`config.mk`:
```
export PLATFORM = sky130hd
export DESIGN_NAME = mem_dump_unit
export DESIGN_NICKNAME = d
export VERILOG_FILES = /design/src/rtl/mem_dump_unit.sv
export SDC_FILE = /design/constraint.sdc
export NUM_CORES = 1
export LEC_CHECK = 0
export CELL_PAD_IN_SITES_DETAIL_PLACEMENT = 1
export CELL_PAD_IN_SITES_GLOBAL_PLACEMENT = 1
export CORE_UTILIZATION = 37
export CTS_CLUSTER_DIAMETER = 100
export DETAILED_ROUTE_END_ITERATION = 16
export HOLD_SLACK_MARGIN = 0.1
export PLACE_DENSITY = 0.84
export SETUP_SLACK_MARGIN = 0.3
export SLEW_MARGIN = 20
export SYNTH_ARGS = -nofsm -noshare
export SYNTH_HDL_FRONTEND = slang
export SYNTH_SLANG_ARGS = --single-unit
```
`constraint.sdc`:
```
create_clock -name Clk -period 2.8 [get_ports Clk]
set_input_delay 0.42 -clock Clk [delete_from_list [all_inputs] [get_ports Clk]]
set_output_delay 0.42 -clock Clk [all_outputs]
set_load 0.01 [all_outputs]
```
`src/rtl/mem_dump_unit.sv`:
```
// mem_dump_unit: post-halt data-memory readout engine.
// A rising edge of Stop starts one pass over RAM words 0..DEPTH-1. Each word
// is read through a 1-cycle-latency port, parked in a 2-entry FIFO and
// streamed out with its address on a valid/ready interface.
`timescale 1ns/1ps
module mem_dump_unit #(
  parameter int DATA_W = 32,
  parameter int ADDR_W = 9,
  parameter int DEPTH  = 512
) (
  input  logic              Clk,
  input  logic              Reset_n,
  input  logic              Stop,
  output logic              MemRen,
  output logic [ADDR_W-1:0] MemAddr,
  input  logic [DATA_W-1:0] MemRdata,
  output logic              DumpValid,
  input  logic              DumpReady,
  output logic [DATA_W-1:0] DumpData,
  output logic [ADDR_W-1:0] DumpIndex,
  output logic              Busy,
  output logic              Done
);

  localparam logic [1:0] S_IDLE = 2'd0;
  localparam logic [1:0] S_RUN  = 2'd1;
  localparam logic [1:0] S_FIN  = 2'd2;

  // rd_addr is one bit wider than MemAddr so it can sit at DEPTH when
  // DEPTH == 2**ADDR_W without wrapping back to 0.
  localparam logic [ADDR_W:0]   RD_END   = (ADDR_W+1)'(DEPTH);
  localparam logic [ADDR_W-1:0] LAST_IDX = ADDR_W'(DEPTH - 1);

  logic [1:0]        state;
  logic              stop_q;
  logic              start;
  logic              run;
  logic              pop;
  logic              last_pop;
  logic [ADDR_W:0]   rd_addr;
  logic [2:0]        occ_next;

  // Read return stage: strobe issued last cycle and the address it carried.
  logic              vld_p1;
  logic [ADDR_W-1:0] idx_p1;

  // Output FIFO: entry 0 is the head presented on DumpData/DumpIndex.
  logic [1:0]        cnt;
  logic [DATA_W-1:0] e0_data;
  logic [ADDR_W-1:0] e0_idx;
  logic [DATA_W-1:0] e1_data;
  logic [ADDR_W-1:0] e1_idx;

  assign run       = (state == S_RUN);
  assign start     = (state == S_IDLE) && Stop && !stop_q;
  assign DumpValid = (cnt != 2'd0);
  assign DumpData  = e0_data;
  assign DumpIndex = e0_idx;
  assign pop       = DumpValid && DumpReady;
  assign last_pop  = run && pop && (e0_idx == LAST_IDX);
  assign Busy      = run;
  assign Done      = (state == S_FIN);

  // Words held once this cycle settles: a new strobe is only allowed when the
  // FIFO is guaranteed a free slot for its return, so at most two words are
  // ever read ahead of the sink.
  assign occ_next = {1'b0, cnt} + {2'b00, vld_p1} - {2'b00, pop};
  assign MemRen   = run && (rd_addr < RD_END) && (occ_next < 3'd2);
  assign MemAddr  = rd_addr[ADDR_W-1:0];

  // Control FSM with Stop edge detection; only IDLE reacts to a Stop edge.
  always_ff @(posedge Clk or negedge Reset_n) begin
    if (!Reset_n) begin
      state  <= S_IDLE;
      stop_q <= 1'b0;
    end else begin
      stop_q <= Stop;
      case (state)
        S_IDLE:  if (start)    state <= S_RUN;
        S_RUN:   if (last_pop) state <= S_FIN;
        S_FIN:   if (!Stop)    state <= S_IDLE;
        default:               state <= S_IDLE;
      endcase
    end
  end

  // Read address: restarts at 0 on each dump and advances once per strobe.
  always_ff @(posedge Clk or negedge Reset_n) begin
    if (!Reset_n) begin
      rd_addr <= '0;
    end else if (start) begin
      rd_addr <= '0;
    end else if (MemRen) begin
      rd_addr <= rd_addr + 1'b1;
    end
  end

  // ---- stage p0 -> p1: strobe issued, RAM returns data next cycle ----
  // In-flight flag; cleared by reset so a pending read is discarded.
  always_ff @(posedge Clk or negedge Reset_n) begin
    if (!Reset_n) begin
      vld_p1 <= 1'b0;
    end else begin
      vld_p1 <= MemRen;
    end
  end

  // Address tag that accompanies the in-flight read.
  always_ff @(posedge Clk) begin
    if (MemRen) begin
      idx_p1 <= rd_addr[ADDR_W-1:0];
    end
  end

  // ---- stage p1 -> FIFO: returned word captured with its address ----
  // FIFO occupancy and head entry; head only changes on push into an empty
  // slot or on pop, so it stays stable while the sink stalls.
  always_ff @(posedge Clk or negedge Reset_n) begin
    if (!Reset_n) begin
      cnt     <= 2'd0;
      e0_data <= '0;
      e0_idx  <= '0;
    end else begin
      case ({vld_p1, pop})
        2'b10: begin
          cnt <= cnt + 2'd1;
          if (cnt == 2'd0) begin
            e0_data <= MemRdata;
            e0_idx  <= idx_p1;
          end
        end
        2'b01: begin
          cnt     <= cnt - 2'd1;
          e0_data <= e1_data;
          e0_idx  <= e1_idx;
        end
        2'b11: begin
          if (cnt == 2'd1) begin
            e0_data <= MemRdata;
            e0_idx  <= idx_p1;
          end else begin
            e0_data <= e1_data;
            e0_idx  <= e1_idx;
          end
        end
        default: ;
      endcase
    end
  end

  // Second FIFO entry; only meaningful while cnt == 2.
  always_ff @(posedge Clk) begin
    if (vld_p1 && !pop && (cnt == 2'd1)) begin
      e1_data <= MemRdata;
      e1_idx  <= idx_p1;
    end else if (vld_p1 && pop && (cnt == 2'd2)) begin
      e1_data <= MemRdata;
      e1_idx  <= idx_p1;
    end
  end

endmodule

```
==> reports/summary.txt <==
die width -> 112.8 um
H-tree levels -> 3
Flop pwr share -> 35.1%
Clock Path Buffers -> 2
leakage -> 2.352 nW
Rows -> 40
startpoint types -> register
first-pass detailed-route iteration total -> 4
largest net degree at the start of global routing -> 53
Vias -> 3469
Worst Tran Pin Value -> 620.8 ps
CP endpoint kind -> primary output
total global routing overflow -> 0
Mapped Avg Cell Area -> 11.53 um2
vias in the first global route -> 3746
complex-gate fraction of the synthesized area -> 12.72%
Rel. slew slack -> 58.23%
Initial Util -> 37.82%
endpoints failing setup -> 1
Post-DP HPWL -> 7.945 mm
Synth Area in XOR/XNOR -> 0.5784%
DRC viols -> 0
beginning of the worst hold path -> idx_p1[1]
Mapped Nets -> 438
RD Place Congestion -> 0.7637
area grow syn2layout -> 36.19%
worst-path fanout max -> 3
final wirelength -> 12.47 mm
skew final -> 6.285 ps
Final WS setup -> -3.617 ps
number of routed nets with antenna violations -> 0
first-pass GRT wire length -> 19.37 mm
endpoint with the worst hold slack -> e1_idx[1]
internal power of the cells -> 4.757 mW
Fmax achieved -> 356.7 MHz
Cell Area, Synth -> 0.004543 mm2
maxcap violations -> 0
peak supply drop -> 0.4440 mV
adder-cell share of the synthesized area -> 2.368%
pre-CTS setup slack -> -380.6 ps
Yosys reg bits -> 107
status -> finished with violations
Post-Synth Simple-Gate Area -> 13.25%
min-delay worst type -> register to register
clock latency on the worst-skew pair -> 340 ps
Root Buffer -> clkbuf_16
share of cells above drive strength 1 -> 15.96%
cell taking the most area after synthesis -> edfxtp_1
FF-to-FF path depth -> 13
PortBufs -> 89
clock share of power -> 16.5%
Crit path arrival time -> 2380 ps
violated checks -> negative setup slack
clock sink total -> 107
RSZ-0062 raised after global routing -> yes
Sw Share -> 36.64%
number of fill cells -> 1292
sequential area share after synthesis -> 64.45%
Unique masters post-synth -> 38
Layout Nets -> 534
Final period util -> 100.1%
number of diodes -> 0
mean number of vias per cell -> 5.403
Syn. warnings -> 0
Gate power share -> 48.4%
switching pwr -> 2.750 mW
DR WL/cell -> 19.42 um
DIE AREA -> 0.01273 mm2
R2R Path End -> rd_addr[9]
multiplexer share of the synthesized area -> 1.349%
Pins Over Slew Limit -> 0
Reg clk slew, reported paths -> 70 ps
non-filler cells, final -> 642
initial antenna violation count -> 0
Cells after DPL -> 613
Inserted Clock Buffers -> 9
GRT Total Usage -> 19.75%
Critical R2R Launch -> cnt[0]
Hold Path Cell Cnt -> 0
total power per unit cell area -> 1213 mW/mm2
Yosys top cell area share -> 33.05%
CTS tree -> built
Worst Path Required -> 2380 ps
worst reg-to-reg setup slack -> 30 ps
largest family of logic cells by synthesized area -> simple AND/OR/NAND/NOR gates
Initial DRC Count -> 160
Crit Path Category -> register to primary output
I/O pins -> 90
synth top area cells -> edfxtp_1, dfrtp_1, a31oi_1
Final min period -> 2804 ps
Die H -> 112.8 um
Mapped Cells -> 394
Final Hold Fails -> 0
Core ar. -> 0.01201 mm2
[cells in the mapped netlist]
master / count
o311ai_1: 1
nor4_1: 5
a21oi_1: 1
nor3_1: 1
nor2b_1: 2
o21ai_2: 2
clkbuf_1: 19
dfrtp_1: 57
o21ai_0: 44
o21ai_1: 1
o31ai_1: 2
nand3_1: 46
or2_4: 1
a21boi_1: 1
mux2_2: 1
buf_2: 9
nand2b_1: 5
buf_1: 2
ha_1: 7
xnor2_1: 2
a31oi_1: 41
edfxtp_1: 50
nand4_1: 4
and2b_1: 1
o211ai_2: 2
fa_1: 1
or4_1: 2
nor2_1: 42
or2b_1: 3
nand4bb_1: 1
inv_1: 10
a22o_1: 2
buf_4: 9
buf_6: 1
or4b_1: 1
xor2_1: 1
nand2_1: 9
mux2i_1: 5
[layer usage]
metal / wire length, um / vias to the layer above / track usage [%]
li1: - / 1617 / -
met1: 5385 / 1771 / 24.22
met2: 6514 / 70 / 35.10
met3: 441 / 11 / 4.392
met4: 125 / 0 / 5.244
met5: 0 / - / 0
[power groups by stage]
stage / sequential [mW] / clock [mW] / combinational, mW
detailed placement: 2.66 / 0 / 2.95
CTS: 2.63 / 1.26 / 3.31
finish: 2.64 / 1.24 / 3.63
global route: 2.70 / 1.32 / 3.93
floorplan: 2.72 / 0 / 1.48
global placement: 2.61 / 0 / 2.82
[logic make-up after synthesis]
| group | count (synthesis) |
|---|---|
| simple gates | 123 |
| flops | 107 |
| compound gates | 97 |
| buf+inv | 50 |
| fa+ha+maj | 8 |
| mux | 6 |
| xor+xnor | 3 |
[repair_timing]
item / 4_1_cts / 5_1_grt
resized for setup: 14 / 21
buffers inserted: 6 / 5
pin swaps: 4 / 12
cloned: 1 / 0
hold buffers: 1 / 0
endpoints found under the hold margin: 18 / 0
setup endpoints to repair: 2 / 20
[registers in the layout, summed over array words and instances (netlist names)]
register	count
DumpData	32
DumpIndex	9
cnt	2
e1_data	32
e1_idx	9
idx_p1	9
rd_addr	10
state	2
stop_q	1
vld_p1	1
[critical path, stage by stage, from the launching register on]
cell and delay [ps]:
dfrtp_1 400, inv_2 90, ha_4 140, nand2b_4 130
nor2_4 40, buf_6 100, fa_1 510, nand4bb_1 140
or2_4 280, clkinvlp_4 100, buf_6 100
[per-stage QoR]
| stage | power, mW | instance area, um2 | setup TNS (ps) | hold slack, ps | util [%] |
|---|---|---|---|---|---|
| 2_1_floorplan | 4.199 | 4581 | 0 | 124.4 | - |
| 3_3_place_gp | 5.422 | 5635 | -340.0 | 411.8 | 46.92 |
| 3_5_place_dp | 5.604 | 5635 | -444.1 | 407.1 | 46.92 |
| 4_1_cts | 7.201 | 6040 | 0 | 468.3 | 50.28 |
| 5_1_grt | 7.954 | 6187 | -195.5 | 481.8 | 51.51 |
| 6_report | 7.507 | 6187 | -3.617 | 473.2 | 51.51 |
[how the worst max path moves through the flow]
stage / depth (start not counted) / from / slack [ps] / to
after floorplan: 10 / cnt[0] / 170 / MemRen
after global placement: 9 / DumpReady / -340 / MemRen
after detailed placement: 9 / DumpReady / -380 / MemRen
after CTS: 10 / cnt[1] / 30 / MemRen
after global routing: 10 / cnt[0] / -120 / MemRen
final: 10 / cnt[0] / -4 / MemRen
[cell usage in the layout (no fill, tap or decap), types with 9 or more instances in the layout]
cell / instances
dfrtp_1: 57
o21ai_0: 43
clkdlybuf4s50_1: 87
a31oi_1: 41
nand3_1: 46
edfxtp_1: 50
nand2_1: 9
clkbuf_16: 9
nor2_1: 41
buf_4: 25
[final cells by class]
type	count	area, um2	share of cell area (%)
Tap cell	147	183.9	2.973
Inverter	10	41.29	0.6673
Timing Repair Buffer	125	1226	19.82
Clock inverter	3	40.04	0.6471
Clock buffer	13	240.2	3.883
Sequential cell	107	2928	47.32
Multi-Input combinational cell	237	1528	24.69
(Power assumes the default switching activity.)
==> patch 1, RTL diff (same settings) <==
Reset style: synchronous (`Reset_n`), changed in 4 clocked blocks.
--- a/src/rtl/mem_dump_unit.sv
+++ b/src/rtl/mem_dump_unit.sv
@@ -69,7 +69,7 @@
   assign MemAddr  = rd_addr[ADDR_W-1:0];
 
   // Control FSM with Stop edge detection; only IDLE reacts to a Stop edge.
-  always_ff @(posedge Clk or negedge Reset_n) begin
+  always_ff @(posedge Clk) begin
     if (!Reset_n) begin
       state  <= S_IDLE;
       stop_q <= 1'b0;
@@ -85,7 +85,7 @@
   end
 
   // Read address: restarts at 0 on each dump and advances once per strobe.
-  always_ff @(posedge Clk or negedge Reset_n) begin
+  always_ff @(posedge Clk) begin
     if (!Reset_n) begin
       rd_addr <= '0;
     end else if (start) begin
@@ -97,7 +97,7 @@
 
   // ---- stage p0 -> p1: strobe issued, RAM returns data next cycle ----
   // In-flight flag; cleared by reset so a pending read is discarded.
-  always_ff @(posedge Clk or negedge Reset_n) begin
+  always_ff @(posedge Clk) begin
     if (!Reset_n) begin
       vld_p1 <= 1'b0;
     end else begin
@@ -115,7 +115,7 @@
   // ---- stage p1 -> FIFO: returned word captured with its address ----
   // FIFO occupancy and head entry; head only changes on push into an empty
   // slot or on pop, so it stays stable while the sink stalls.
-  always_ff @(posedge Clk or negedge Reset_n) begin
+  always_ff @(posedge Clk) begin
     if (!Reset_n) begin
       cnt     <= 2'd0;
       e0_data <= '0;
Behaviour: differs if Reset_n is asserted again (counterexample within 4 cycles, from zero or initial values and one cycle with Reset_n low); with Reset_n held inactive, the same outputs for 10 cycles.
==> patch 1 against the original RTL <==
  * Largest cell class unchanged
  * Fmax rose by 1.5%
  * Cell area fell by 8.7%
  * Sequential cell count did not move
  * Area after synthesis fell by 9.2%
  * Setup slack improved by 41 ps
  * Sequential power fell by 13%
  * Power fell by 27%
  * Via count fell by 6.3%
  * Register-to-register slack improved by 120 ps
  * Cell count fell by 1.4%
  * Synthesized cell count fell by 1.3%
  * Hold slack got worse by 7.9 ps
  * Routed wire length fell by 16%
==> patch 1: results (changes against the original RTL) <==
Drt
The iteration count of the initial detailed-routing pass is 5 (+1). The detailed-route vias per instance was 5.13 (-5.0%). The number of DRC markers after the initial detailed-route iteration came to 148 (-7.5%). The met2 layer wire length in the routed design is 5340 microns (-18%).

Clock tree
The number of buffers added for setup after CTS came to 5 (-1). The post-CTS clock slew at the launch and capture registers of the worst setup and hold paths is 100 ps (+30 ps).

Run status
The run finished with clean final reports.

Place
The post-detailed-placement cell area came to 0.00531 sq mm (-5.8%). The half-perimeter wire length after detailed placement was 6970 microns (-12%). The final RePlAce weighted congestion is 0.825 (+8.0%). The number of placed cells counting well taps is 610 (-0.49%).

STA
The worst max-slew margin expressed relative to the limit is 65.7% (+7.5 points). The worst hold-check slack is 465 ps (-7.91 ps).

Layout
The fraction of final layout cells with drive strength greater than 1 came to 14.4% (-1.6 points). The number of inserted filler cells in the final layout is 1176 (-9.0%).

Worst setup path
The internal reg-to-reg setup slack is 150 ps (+120 ps). The largest driver fanout on the critical path is 2 (-1). The timing startpoint of the critical path is cnt[1]$_SDFFE_PN0P_.

The data arrival time at the worst-slack endpoint is 2340 ps (-40 ps).

Power
The total leakage power is 2.02 nW (-14%). The net switching power figure is 1.86 mW (-32%). The largest vdd supply drop was 586 uV (+32%). The power in the clock group was 0.966 mW (-22%).

The switching power as a share of total power was 33.9% (-2.7 points).

Yosys
The post-synthesis net count was 430 (-1.8%). The share of the yosys chip area belonging to registers is 64.1% (-0.37 points). In the post-synthesis netlist, the biggest area contributors are edfxtp_1, dfxtp_1, nand2_1.

Hold path
The hold path endpoint is e1_idx[6]$_DFFE_PP_.

GRT
The met1 routing resource usage after global routing is 23.1% (-1.1 points). The via count of the first global-routing pass is 3329 (-11%). The global router's overall resource usage came to 18.9% (-0.89 points).

The wire length of the first global-routing pass is 16600 microns (-14%).
[patch 1: changes by cell type after synthesis, sizes merged, moves of 4 or more]
cell	before	now
buf	21	9
mux2i	5	0
nand2b	5	1
dfrtp	57	0
nor4	5	1
nor2	42	11
a21oi	1	5
o21ai	47	41
nand2	9	96
nand3	46	7
dfxtp	0	57
xnor2	2	7
[patch 1: cells by family after synthesis]
family / share of synthesized area [%]
and+or+nand+nor: 14.3
DFF: 64.1
xor gates and xnor gates: 2.12
AOI/OAI and AO/OA: 13.6
buffers and inverters: 4.28
adders and majority gates: 1.70
[patch 1: cell type report]
class                           count  area, sq um  share of cell area (%)
Clock buffer                        9          124                    2.19
Tap cell                          140          175                    3.10
Inverter                            7         32.5                   0.576
Clock inverter                      7         73.8                    1.31
Sequential cell                   107         2650                    46.9
Timing Repair Buffer              119         1170                    20.8
Multi-Input combinational cell    244         1420                    25.1
==> patch 2, RTL diff (same settings) <==
Made on the original files. `DATA_W`: 32 -> 64.
--- a/src/rtl/mem_dump_unit.sv
+++ b/src/rtl/mem_dump_unit.sv
@@ -4,7 +4,7 @@
 // streamed out with its address on a valid/ready interface.
 `timescale 1ns/1ps
 module mem_dump_unit #(
-  parameter int DATA_W = 32,
+  parameter int DATA_W = 64,
   parameter int ADDR_W = 9,
   parameter int DEPTH  = 512
 ) (
Ports: changed (resized DumpData and MemRdata); port bits go from 90 to 154. The function was not compared with the original's and may differ.
==> patch 2 against the original RTL <==
  * Non-clock buffer count grew 56
  * Routed wire length grew 64%
  * Register-to-register slack gained 80 ps
  * Clock skew grew 4.8 ps
  * Cell area grew 56%
  * Setup slack gained 4.7 ps
  * Sequential cell count grew 64
  * Critical path depth shrank 1
  * Area after synthesis grew 54%
  * Power grew 52%
==> patch 2: results (changes against the original RTL) <==
Yosys
The share of flip-flops with an asynchronous set or reset after synthesis came to 52.0% (-1.2 points). The number of flops mapped to enable cells by yosys was 82 (+64%). The share of the yosys chip area belonging to registers is 67.1% (+2.6 points). By area the synthesized netlist is led by edfxtp_1, dfrtp_1, a31oi_1. The number of library cell types mapped by synthesis is 34 (-11%). The commonest cells after synthesis are dfrtp_1, edfxtp_1, nand3_1, nor2_1, o21ai_0. The mean cell area of the mapped netlist was 11.6 sq um (+0.41%). The post-synthesis net count is 680 (+55%).

Place
The number of placed cells counting well taps is 949 (+55%). The number of port buffers is 153 (+72%). The final RePlAce weighted congestion was 0.827 (+8.3%).

The half-perimeter wire length after detailed placement is 13100 microns (+65%). The post-detailed-placement cell area came to 0.00890 sq mm (+58%).

Clock tree
The clock root buffer master is clkbuf_16. The number of levels the H-tree was split into is 4 (+1). The clock network latency to the later pin of the worst-skew pair came to 420 ps (+80 ps).

The post-CTS clock slew at the launch and capture registers of the worst setup and hold paths is 70 ps (about the same). The total clock buffers created by CTS was 17 (+8).

Worst setup path
The largest driver fanout on the critical path came to 3 (unchanged). In this run the critical register-to-register path is launched from cnt[1]$_DFFE_PN0P_. The worst reg-to-reg path cell count is 11 (-2). The data arrival time at the worst-slack endpoint is 2380 ps (about the same). The internal reg-to-reg setup slack came to 110 ps (+80 ps). The cell family with the largest share of critical-path delay is adder cells. The end of the worst register-to-register path is rd_addr[3]$_DFFE_PN0P_.

GRT
The via count of the first global-routing pass came to 5906 (+58%). The pin count of the biggest net entering global routing came to 74 (+40%). The wire length of the first global-routing pass is 32700 microns (+69%). The global router's overall resource usage was 21.7% (+1.9 points).

Drt
The total number of vias is 5462 (+57%). The number of DRC markers after the initial detailed-route iteration was 325 (+100%). The detailed-route vias per instance is 5.54 (+2.5%). The iteration count of the initial detailed-routing pass came to 4 (unchanged). The number of DRC violations after detailed routing is 0 (unchanged). The final wirelength was 20500 microns (+64%).

Hold path
The worst hold path cell count is 0 (unchanged). In this run the most critical hold path is launched from idx_p1[6]$_DFFE_PP_. The hold path endpoint is e1_idx[6]$_DFFE_PP_.

Run status
The run finished with clean final reports.

STA
The transition at the pin with the smallest max-transition slack is 586 ps (-34.5 ps). The worst hold-check slack is 466 ps (-6.77 ps). The largest clock skew in the final design is 11.1 ps (+4.77 ps).

Layout
The final-stage net count is 820 (+54%). The fraction of final layout cells with drive strength greater than 1 is 11.0% (-5.0 points). The number of inserted filler cells in the final layout is 1897 (+47%).

Power
The largest vdd supply drop is 539 uV (+21%). The total leakage power came to 3.62 nW (+54%). The internal portion of total power came to 7.26 mW (+53%).
## patch 2: changes by cell type after synthesis, sizes merged, moves of 2 or more
cell,change
nor2,+33
a31oi,+32
dfrtp,+32
edfxtp,+32
nand3,+31
o21ai,+29
clkbuf,+19
mux2i,+3
o211ai,-2
## patch 2: repair_timing
item,4_1_cts,5_1_grt
resized for setup,13,13
hold buffers,1,0
pin swaps,3,13
endpoints found under the hold margin,34,0
setup endpoints to repair,9,9
setup buffers,1,3
## patch 2: metal layers
layer | GRT usage, % | vias up | share of wire, %
met5 | 0 | - | 0
met2 | 36.8 | 164 | 51
met3 | 4.37 | 25 | 4.6
met4 | 6.02 | 0 | 1.4
li1 | - | 2480 | -
met1 | 28.1 | 2793 | 43
## patch 2: through the flow
| step | util, % | setup TNS, ps | setup slack, ps |
|---|---|---|---|
| 3_3_place_gp | 48.7 | -313 | -262 |
| 4_1_cts | 52.3 | -39.7 | -39.7 |
| 5_1_grt | 52.9 | -79.7 | -79.7 |
| 6_report | 52.9 | 0 | 1.13 |
| 2_1_floorplan | - | 0 | 328 |
| 3_5_place_dp | 48.7 | -682 | -295 |
## patch 2: cell families after synthesis
logic type	synth area share (%)
flip-flops	67.1
AO/OA/AOI/OAI	12.6
AND/OR/NAND/NOR	12.7
adder cells (fa/ha/maj)	1.54
buffers and inverters	4.37
multiplexers	1.31
XOR/XNOR	0.376
## patch 2: area by class of cell
type,count,area (sq um),share of cell area [%]
Sequential cell,171,4690,48.6
Multi-Input combinational cell,364,2170,22.5
Timing Repair Buffer,181,1880,19.5
Clock buffer,20,447,4.62
Tap cell,229,287,2.97
Clock inverter,12,150,1.55
Inverter,9,33.8,0.350
## patch 2: power groups by stage
stage | Clock [mW] | Combinational [mW] | Sequential, mW
2_1_floorplan | 0 | 2.03 | 4.32
6_report | 2.40 | 4.81 | 4.17
4_1_cts | 2.44 | 4.64 | 4.17
3_5_place_dp | 0 | 4.52 | 4.20
3_3_place_gp | 0 | 4.28 | 4.13
5_1_grt | 2.54 | 5.20 | 4.27
## patch 2: worst max-delay path by stage
stage / end / from / slack, ps
detailed placement: MemRen / DumpReady / -300
floorplan: rd_addr[3]$_DFFE_PN0P_ / cnt[0]$_DFFE_PN0P_ / 330
CTS: MemRen / cnt[0]$_DFFE_PN0P_ / -40
global route: MemRen / cnt[1]$_DFFE_PN0P_ / -80
global placement: MemRen / DumpReady / -260
finish: MemRen / cnt[1]$_DFFE_PN0P_ / 1
